## src/rtl/window_ctrl_pkg.sv

```systemverilog
// window_ctrl_pkg: shared state encoding and widths for the 3x3 window sequencer.
package window_ctrl_pkg;
    localparam int CNT_W_DEF = 8;
    localparam int BIT_DEPTH = 8;
    localparam logic [2:0] S_IDLE    = 3'd0;
    localparam logic [2:0] S_FILL    = 3'd1;
    localparam logic [2:0] S_STREAM  = 3'd2;
    localparam logic [2:0] S_ROW_END = 3'd3;
    localparam logic [2:0] S_DONE    = 3'd4;
endpackage

```

## src/rtl/window_ctrl_pos_counter.sv

```systemverilog
// pos_counter: column/row position counters with terminal-count flags.
module pos_counter
    import window_ctrl_pkg::*;
#(
    parameter int IMG_W = 28,
    parameter int IMG_H = 28,
    parameter int CNT_W = CNT_W_DEF
) (
    input  logic             clk,
    input  logic             rst,
    input  logic             clr,
    input  logic             col_inc,
    input  logic             row_end,
    output logic [CNT_W-1:0] col_cnt,
    output logic [CNT_W-1:0] row_cnt,
    output logic             col_last,
    output logic             row_last
);
    logic [CNT_W-1:0] col_q, col_d, row_q, row_d;
    assign col_last = col_q == CNT_W'(IMG_W);
    assign row_last = row_q == CNT_W'(IMG_H - 3);
    assign col_cnt  = col_q;
    assign row_cnt  = row_q;
    always_comb begin
        col_d = (clr | row_end) ? '0 : col_q + CNT_W'(col_inc);
        row_d = clr ? '0 : (row_end & ~row_last) ? row_q + 1'b1 : row_q;
    end
    always_ff @(posedge clk) begin
        if (rst) begin
            col_q <= '0;
            row_q <= '0;
        end else begin
            col_q <= col_d;
            row_q <= row_d;
        end
    end
endmodule

```

## src/rtl/window_ctrl.sv

```systemverilog
// window_ctrl: sequences column shifts into a 3x3 window register and hands windows downstream.
module window_ctrl
    import window_ctrl_pkg::*;
#(
    parameter int IMG_W = 28,
    parameter int IMG_H = 28,
    parameter int CNT_W = CNT_W_DEF
) (
    input  logic             clk,
    input  logic             rst,
    input  logic             start,
    input  logic             in_valid,
    output logic             in_ready,
    output logic             wr_sft_en,
    output logic             win_valid,
    input  logic             out_ready,
    output logic [CNT_W-1:0] col_cnt,
    output logic [CNT_W-1:0] row_cnt,
    output logic             row_adv,
    output logic             frame_done,
    output logic             busy
);
    logic [2:0] state_q, state_d;
    logic       win_valid_q, win_valid_d, row_adv_q, frame_done_q;
    logic       col_last, row_last;
    pos_counter #(.IMG_W(IMG_W), .IMG_H(IMG_H), .CNT_W(CNT_W)) u_pos (
        .clk      (clk),
        .rst      (rst),
        .clr      (state_q == S_IDLE && start),
        .col_inc  (wr_sft_en),
        .row_end  (state_q == S_ROW_END),
        .col_cnt  (col_cnt),
        .row_cnt  (row_cnt),
        .col_last (col_last),
        .row_last (row_last)
    );
    // Never shift over a window the consumer has not taken yet.
    assign in_ready   = (state_q == S_FILL) ||
                        (state_q == S_STREAM && !col_last && (!win_valid_q || out_ready));
    assign wr_sft_en  = in_valid & in_ready;
    assign win_valid  = win_valid_q;
    assign row_adv    = row_adv_q;
    assign frame_done = frame_done_q;
    assign busy       = state_q != S_IDLE;
    always_comb begin
        state_d     = state_q;
        win_valid_d = (state_q == S_STREAM) && (wr_sft_en || (win_valid_q && !out_ready));
        case (state_q)
            S_IDLE:    state_d = start ? S_FILL : S_IDLE;
            S_FILL:    state_d = (wr_sft_en && col_cnt == CNT_W'(1)) ? S_STREAM : S_FILL;
            S_STREAM:  state_d = (col_last && !win_valid_q) ? S_ROW_END : S_STREAM;
            S_ROW_END: state_d = row_last ? S_DONE : S_FILL;
            default:   state_d = S_IDLE;
        endcase
    end
    always_ff @(posedge clk) begin
        if (rst) begin
            state_q      <= S_IDLE;
            win_valid_q  <= 1'b0;
            row_adv_q    <= 1'b0;
            frame_done_q <= 1'b0;
        end else begin
            state_q      <= state_d;
            win_valid_q  <= win_valid_d;
            row_adv_q    <= state_d == S_ROW_END;
            frame_done_q <= state_d == S_DONE;
        end
    end
endmodule

```

## config.mk

```make
export PLATFORM = sky130hd
export DESIGN_NAME = window_ctrl
export DESIGN_NICKNAME = d
export VERILOG_FILES = /design/src/rtl/window_ctrl_pkg.sv /design/src/rtl/window_ctrl_pos_counter.sv /design/src/rtl/window_ctrl.sv
export SDC_FILE = /design/constraint.sdc
export NUM_CORES = 1
export LEC_CHECK = 0
export ABC_CLOCK_PERIOD_IN_PS = 3190
export CAP_MARGIN = 20
export CORE_MARGIN = 10
export CORE_UTILIZATION = 35
export DETAILED_ROUTE_END_ITERATION = 8
export GPL_ROUTABILITY_DRIVEN = 1
export GPL_TIMING_DRIVEN = 0
export PLACE_DENSITY = 0.58
export REMOVE_ABC_BUFFERS = 1
export SYNTH_ARGS = -nofsm -noshare
export SYNTH_HDL_FRONTEND = slang
export SYNTH_HIERARCHICAL = 1
export SYNTH_SLANG_ARGS = --single-unit
```

## constraint.sdc

```tcl
create_clock -name clk -period 3.19 [get_ports clk]
set_clock_uncertainty 0.15 [all_clocks]
set_input_delay 0.7975 -clock clk [delete_from_list [all_inputs] [get_ports clk]]
set_output_delay 0.7975 -clock clk [all_outputs]
set_load 0.03 [all_outputs]
```

==> flow_summary_export.csv, run 1 <==
group,metric,value,unit
setup_path,slowest_stage,"clkdlybuf4s50_1",
clock_network,clock_path_buffers,2,
setup_path,crit_fanout,2,
timing,setup-violations-final,0,
detailed_routing,post-route-drc-count,0,
clock_network,htreeDepth,1,
final_layout,fin_util,0.472,
synthesis,synth.distinct_cells,40,
power,power,0.501,mW
final_layout,synthToLayoutAreaGrowth,31.1,%
setup_path,worst-setup-path-type,"input pin to primary output",
timing,worst_pin_slew,0.442,ns
floorplanning,core.rowCount,20,
synthesis,ys.flop_type,"dfxtp_1",
clock_network,clock-root-buffer,"clkbuf_4",
timing,slew_headroom,0.703,
setup_path,cp_num_buf_inv,2,
timing,period_share,0.933,
power,share_seq_of_total_power,0.565,
timing,finalHoldViolations,0,
grt,track_usage,0.0985,
clock_network,cts.sinks,22,
setup_path,cp_cell_sequence,"clkdlybuf4s50_1 > nand2b_1 > a21oi_1 > nor3b_1 > clkbuf_2",
floorplanning,pin_count,27,
floorplanning,start_util,0.360,
floorplanning,core,0.00303,mm2
detailed_routing,viasPerCell,5.15,
synthesis,ys_warn_count,6,
detailed_routing,routed_wl,2.58,mm
timing,rsz0062_at_grt,"false",
grt,antenna_found_initial,0,
clock_network,cts_buffers,3,
clock_network,clock_latency,0.32,ns
power,vdd_ir_drop_max,0.134,mV
synthesis,yosysTopAreaCellShare,0.404,
final_layout,fin_nets,158,
detailed_routing,drtPass1Iterations,4,
floorplanning,die_area,0.00575,mm2
power,p_sw,0.128,mW
placement,portBuffers,26,
floorplanning,dieHeight,75.8,um
final_layout,drive_gt1_frac,0.149,
setup_path,critical_path_arrival,2.03,ns
detailed_routing,routedWlPerCell,13.4,um
setup_path,slowest_delay,0.45,ns
power,clkPwrFrac,0.318,
synthesis,synthTopCellsByArea,"dfxtp_1, a21oi_1, ha_1",
grt,grt_max_degree,13,
power,share_comb_of_total_power,0.117,
setup_path,critPathTopFamily,"buffers and inverters",
placement,dp_hpwl,1.92,mm
timing,fmax,0.336,GHz
clock_network,clk_pin_slew,0.12,ns
setup_path,end_kind,"primary output",
job,drv_cap,0,
timing,slew_viol_final,0,
power,intPower,0.373,mW
synthesis,avgSynthCellArea,9.08,um2
run_status,status,"finished, final reports clean",
synthesis,yosys_register_bits,22,
timing,fin_ws,0.214,ns
grt,overflow,0,
power,p_per_area,351,mW/mm2
setup_path,critPathLaunchType,"input pin",
clock_network,cts_tree,"done",
detailed_routing,vias,988,
synthesis,synthCells,120,
hold_path,hp-class,"register to register",
final_layout,diodes,0,
synthesis,synth.largest_area_cell,"dfxtp_1",
placement,gp_routability_congestion,0.772,
floorplanning,die_x,75.8,um
synthesis,yosysSeqAreaShare,0.404,
detailed_routing,drt-initial-drc-count,32,
placement,place_ws,-0.243,ns
synthesis,async_flop_share,0,
detailed_routing,ant_nets,0,
grt,grt_pass1_wl,4.44,mm
final_layout,fillers,297,
setup_path,worstPathRequired,2.24,ns
power,p_sw_frac,0.255,
synthesis,synth_edf_count,0,
synthesis,netlist_area,0.00109,mm2
power,power.leakage,0.499,nW
timing,period_minus_slack,2.98,ns
timing,tns,0,ns
grt,grt_pass1_vias,1021,
synthesized netlist by cell type, types with 2 or more instances:
cell type  instances
nand4_1            4
a21oi_1           10
or4_1              2
nor2_1            10
nor3_1             2
nand2_1            7
nor2b_1            2
dfxtp_1           22
clkbuf_1           2
o21ai_0            6
nand3_1            5
or3_1              4
a211oi_2           2
nor3b_1            3
and2_1             3
ha_1               4
xor2_1             4
inv_1              3
and3b_1            2
or3_2              3
metal layers:
layer	up-vias	track usage	routed length, um
li1	493	-	-
met1	472	0.108	1200
met2	19	0.163	1150
met3	4	0.0404	196
met4	0	0.0433	37
met5	-	0	0
worst paths after layout:
kind | start | endpoint | slack [ns] | cells after the start
max reg2reg | u_pos/col_cnt[1] | u_pos/col_cnt[6] | 0.58 | 10
min | u_pos/col_cnt[7] | u_pos/col_cnt[7] | 0.37 | 2
min reg2reg | u_pos/col_cnt[7] | u_pos/col_cnt[7] | 0.37 | 2
max | out_ready | wr_sft_en | 0.21 | 5
state kept, by name, indices dropped and copies added, names as in the netlist:
signal and count:
frame_done 1, row_adv 1, state_q 3, u_pos/col_cnt 8, u_pos/row_cnt 8, win_valid 1
what timing repair did:
action	4_1_cts	5_1_grt
buffers inserted	0	0
setup endpoints to repair	2	2
resized for setup	3	5
hold buffers	0	0
pin swaps	0	1
cell type report:
type | instances | area (um2) | share of cell area
tap | 44 | 55.1 | 0.0385
sequential | 22 | 440 | 0.308
clock buffer | 4 | 36.3 | 0.0254
multi-input combinational | 93 | 636 | 0.445
timing repair buffer | 26 | 250 | 0.175
inverter | 3 | 11.3 | 0.00788
through the flow:
stage	instance area [um2]	cells	hold WS, ns
after floorplan	1080	118	0.468
after global placement	1400	188	0.332
after detailed placement	1400	188	0.349
after CTS	1440	192	0.373
after global routing	1430	192	0.419
final	1430	192	0.373
kinds of logic after synthesis:
kind of cell,synth area share
buf+inv,0.0172
fa+ha+maj,0.0459
mux,0.0103
simple gates,0.332
xor+xnor,0.0402
compound gates,0.150
flops,0.404
tightest hold or removal path, stage by stage, from the launching register on:
cell and delay, ns:
dfxtp_1 0.36, o31ai_1 0.07, a21oi_1 0.06
layout by cell type (no fill, tap or decap), types with 4 or more instances in the layout:
cell type,netlist,routed
o21ai_0,6,6
clkdlybuf4s50_1,0,24
or3_1,4,4
dfxtp_1,22,22
nand3_1,5,5
nor2_1,10,10
a21oi_1,10,10
xor2_1,4,4
nand2_1,7,7
nand4_1,4,4
ha_1,4,4
power by group through the flow:
stage / registers, mW / clock network (mW) / logic, mW
floorplan: 0.290 / 0 / 0.0358
global placement: 0.289 / 0 / 0.0617
detailed placement: 0.289 / 0 / 0.0621
CTS: 0.283 / 0.169 / 0.0601
global route: 0.284 / 0.179 / 0.0641
finish: 0.283 / 0.159 / 0.0585
Power figures use the tool's default switching activity.
==> inputs of run 2 (changes only) <==
--- a/config.mk
+++ b/config.mk
@@ -8,11 +8,11 @@
 export ABC_CLOCK_PERIOD_IN_PS = 3190
 export CAP_MARGIN = 20
 export CORE_MARGIN = 10
-export CORE_UTILIZATION = 35
+export CORE_UTILIZATION = 48
 export DETAILED_ROUTE_END_ITERATION = 8
 export GPL_ROUTABILITY_DRIVEN = 1
 export GPL_TIMING_DRIVEN = 0
-export PLACE_DENSITY = 0.58
+export PLACE_DENSITY = 0.76
 export REMOVE_ABC_BUFFERS = 1
 export SYNTH_ARGS = -nofsm -noshare
 export SYNTH_HDL_FRONTEND = slang
==> flow_summary_export.csv, run 2 (same netlist as run 1, synthesis figures left out) <==
group,metric,value,unit
run_status,status,"finished, final reports clean",
final_layout,synthToLayoutAreaGrowth,29.3,%
floorplanning,die_area,0.00458,mm2
grt,grt_pass1_wl,4.21,mm
setup_path,cp_num_cells,5,
hold_path,hold_depth,2,
grt,overflow,0,
setup_path,slowest_delay,0.46,ns
final_layout,fillers,193,
setup_path,crit_fanout,2,
setup_path,worstPathRequired,2.24,ns
clock_network,cts.sinks,22,
grt,grt_pass1_vias,933,
floorplanning,start_util,0.497,
clock_network,htreeDepth,1,
setup_path,cp_num_buf_inv,2,
detailed_routing,viasPerCell,5.52,
detailed_routing,vias,971,
detailed_routing,drtPass1Iterations,4,
final_layout,ff_latch_area,440,um2
clock_network,clock-root-buffer,"clkbuf_4",
setup_path,slowest_stage,"clkdlybuf4s50_1",
clock_network,clock_latency,0.30,ns
hold_path,min_to,"u_pos/row_cnt[7]",
placement,dpl_cell_area,0.00138,mm2
floorplanning,dieHeight,67.7,um
final_layout,diodes,0,
clock_network,post_cts_buffers,0,
setup_path,rrSetupSlack,0.56,ns
final_layout,mostFrequentLayoutCell,"clkdlybuf4s50_1",
timing,fmax,0.331,GHz
job,drv_cap,0,
detailed_routing,ant_nets,0,
grt,antenna_found_initial,0,
placement,gp_routability_congestion,0.727,
setup_path,critPathTopFamily,"buffers and inverters",
hold_path,hold_start,"u_pos/row_cnt[7]",
setup_path,end_kind,"primary output",
timing,slew_viol_final,0,
final_layout,multi_input_area,636,um2
setup_path,reg2regPathDepth,10,
final_layout,drive_gt1_frac,0.149,
timing,rsz0062_at_grt,"false",
setup_path,r2r_start,"u_pos/col_cnt[1]",
clock_network,clk_pin_slew,0.12,ns
timing,worst_pin_slew,0.413,ns
final_layout,fin_area,0.00141,mm2
setup_path,cp_cell_sequence,"clkdlybuf4s50_1 > nand2b_1 > a21oi_1 > nor3b_1 > clkbuf_2",
detailed_routing,post-route-drc-count,0,
timing,finalHoldViolations,0,
power,vdd_ir_drop_max,0.259,mV
placement,dp_hpwl,1.90,mm
timing,period_share,0.947,
final_layout,fin_nets,158,
detailed_routing,routedWlPerCell,14.2,um
detailed_routing,routed_wl,2.51,mm
timing,period_minus_slack,3.02,ns
setup_path,worstReg2RegEnd,"u_pos/col_cnt[6]",
placement,portBuffers,26,
detailed_routing,drt-initial-drc-count,30,
setup_path,critical_path_arrival,2.07,ns
grt,track_usage,0.116,
floorplanning,pin_count,27,
final_layout,final_cell_mix,"clkdlybuf4s50_1, dfxtp_1, a21oi_1, nor2_1, nand2_1",
floorplanning,core.rowCount,17,
power,p_per_area,349,mW/mm2
power,power.leakage,0.499,nW
floorplanning,core,0.00219,mm2
setup_path,critPathLaunchType,"input pin",
clock_network,cts_tree,"done",
hold_path,hp-class,"register to register",
clock_network,cts_buffers,3,
setup_path,worst-setup-path-type,"input pin to primary output",
floorplanning,die_x,67.7,um
timing,slew_headroom,0.723,
timing,setup-violations-final,0,
grt,grt_max_degree,13,
placement,dp.cells,172,
clock_network,clock_path_buffers,2,
final_layout,fin_cells,176,
[run 2: final cells by class]
cell class                      count  share of cell area
Clock buffer                        4              0.0258
Tap cell                           28              0.0249
Sequential cell                    22               0.313
Multi-Input combinational cell     93               0.451
Inverter                            3             0.00799
Timing Repair Buffer               26               0.178
[run 2: layer usage]
metal  global-route usage  wire (um)
met5                    0          0
met4               0.0487         31
met3               0.0479        174
met2                0.195       1150
met1                0.127       1150
[run 2: metrics by stage]
step	worst slack, ns	setup TNS [ns]	total power, mW	util	hold slack [ns]
global route	0.0605	0	0.518	0.643	0.401
floorplan	-0.0167	-0.0167	0.326	-	0.468
global placement	-0.260	-0.260	0.350	0.629	0.335
finish	0.170	0	0.491	0.643	0.369
CTS	0.00165	0	0.499	0.644	0.370
detailed placement	-0.293	-0.298	0.351	0.629	0.350
[run 2: worst max path at each step]
stage / startpoint / end / slack, ns
after global placement: out_ready / wr_sft_en / -0.26
after floorplan: u_pos/col_cnt[1] / u_pos/col_cnt[6] / -0.02
after detailed placement: out_ready / wr_sft_en / -0.29
after global routing: out_ready / wr_sft_en / 0.06
final: out_ready / wr_sft_en / 0.17
after CTS: out_ready / wr_sft_en / 0.002
[run 2: worst min-delay path, delay by kind of cell (launching register included)]
kind	cells	cell delay, ns
DFF	1	0.35
AOI/OAI and AO/OA	2	0.14
[run 2: power by group]
part | internal [mW] | total (mW) | leakage [nW] | switching (mW)
registers | 0.278 | 0.283 | 0.178 | 0.00507
clock network | 0.0696 | 0.149 | 0.0210 | 0.0795
logic | 0.0257 | 0.0592 | 0.300 | 0.0335
[run 2: repair_timing]
| item | in CTS | in global routing |
|---|---|---|
| hold buffers | 0 | 0 |
| resized for setup | 2 | 6 |
| setup endpoints to repair | 2 | 2 |
==> inputs of run 3 (changes only) <==
--- a/config.mk
+++ b/config.mk
@@ -14,6 +14,7 @@
 export GPL_TIMING_DRIVEN = 0
 export PLACE_DENSITY = 0.76
 export REMOVE_ABC_BUFFERS = 1
+export SKIP_LAST_GASP = 1
 export SYNTH_ARGS = -nofsm -noshare
 export SYNTH_HDL_FRONTEND = slang
 export SYNTH_HIERARCHICAL = 1
==> results of run 3 <==
No change in the layout: final DEF, timing and power equal those of run 2.
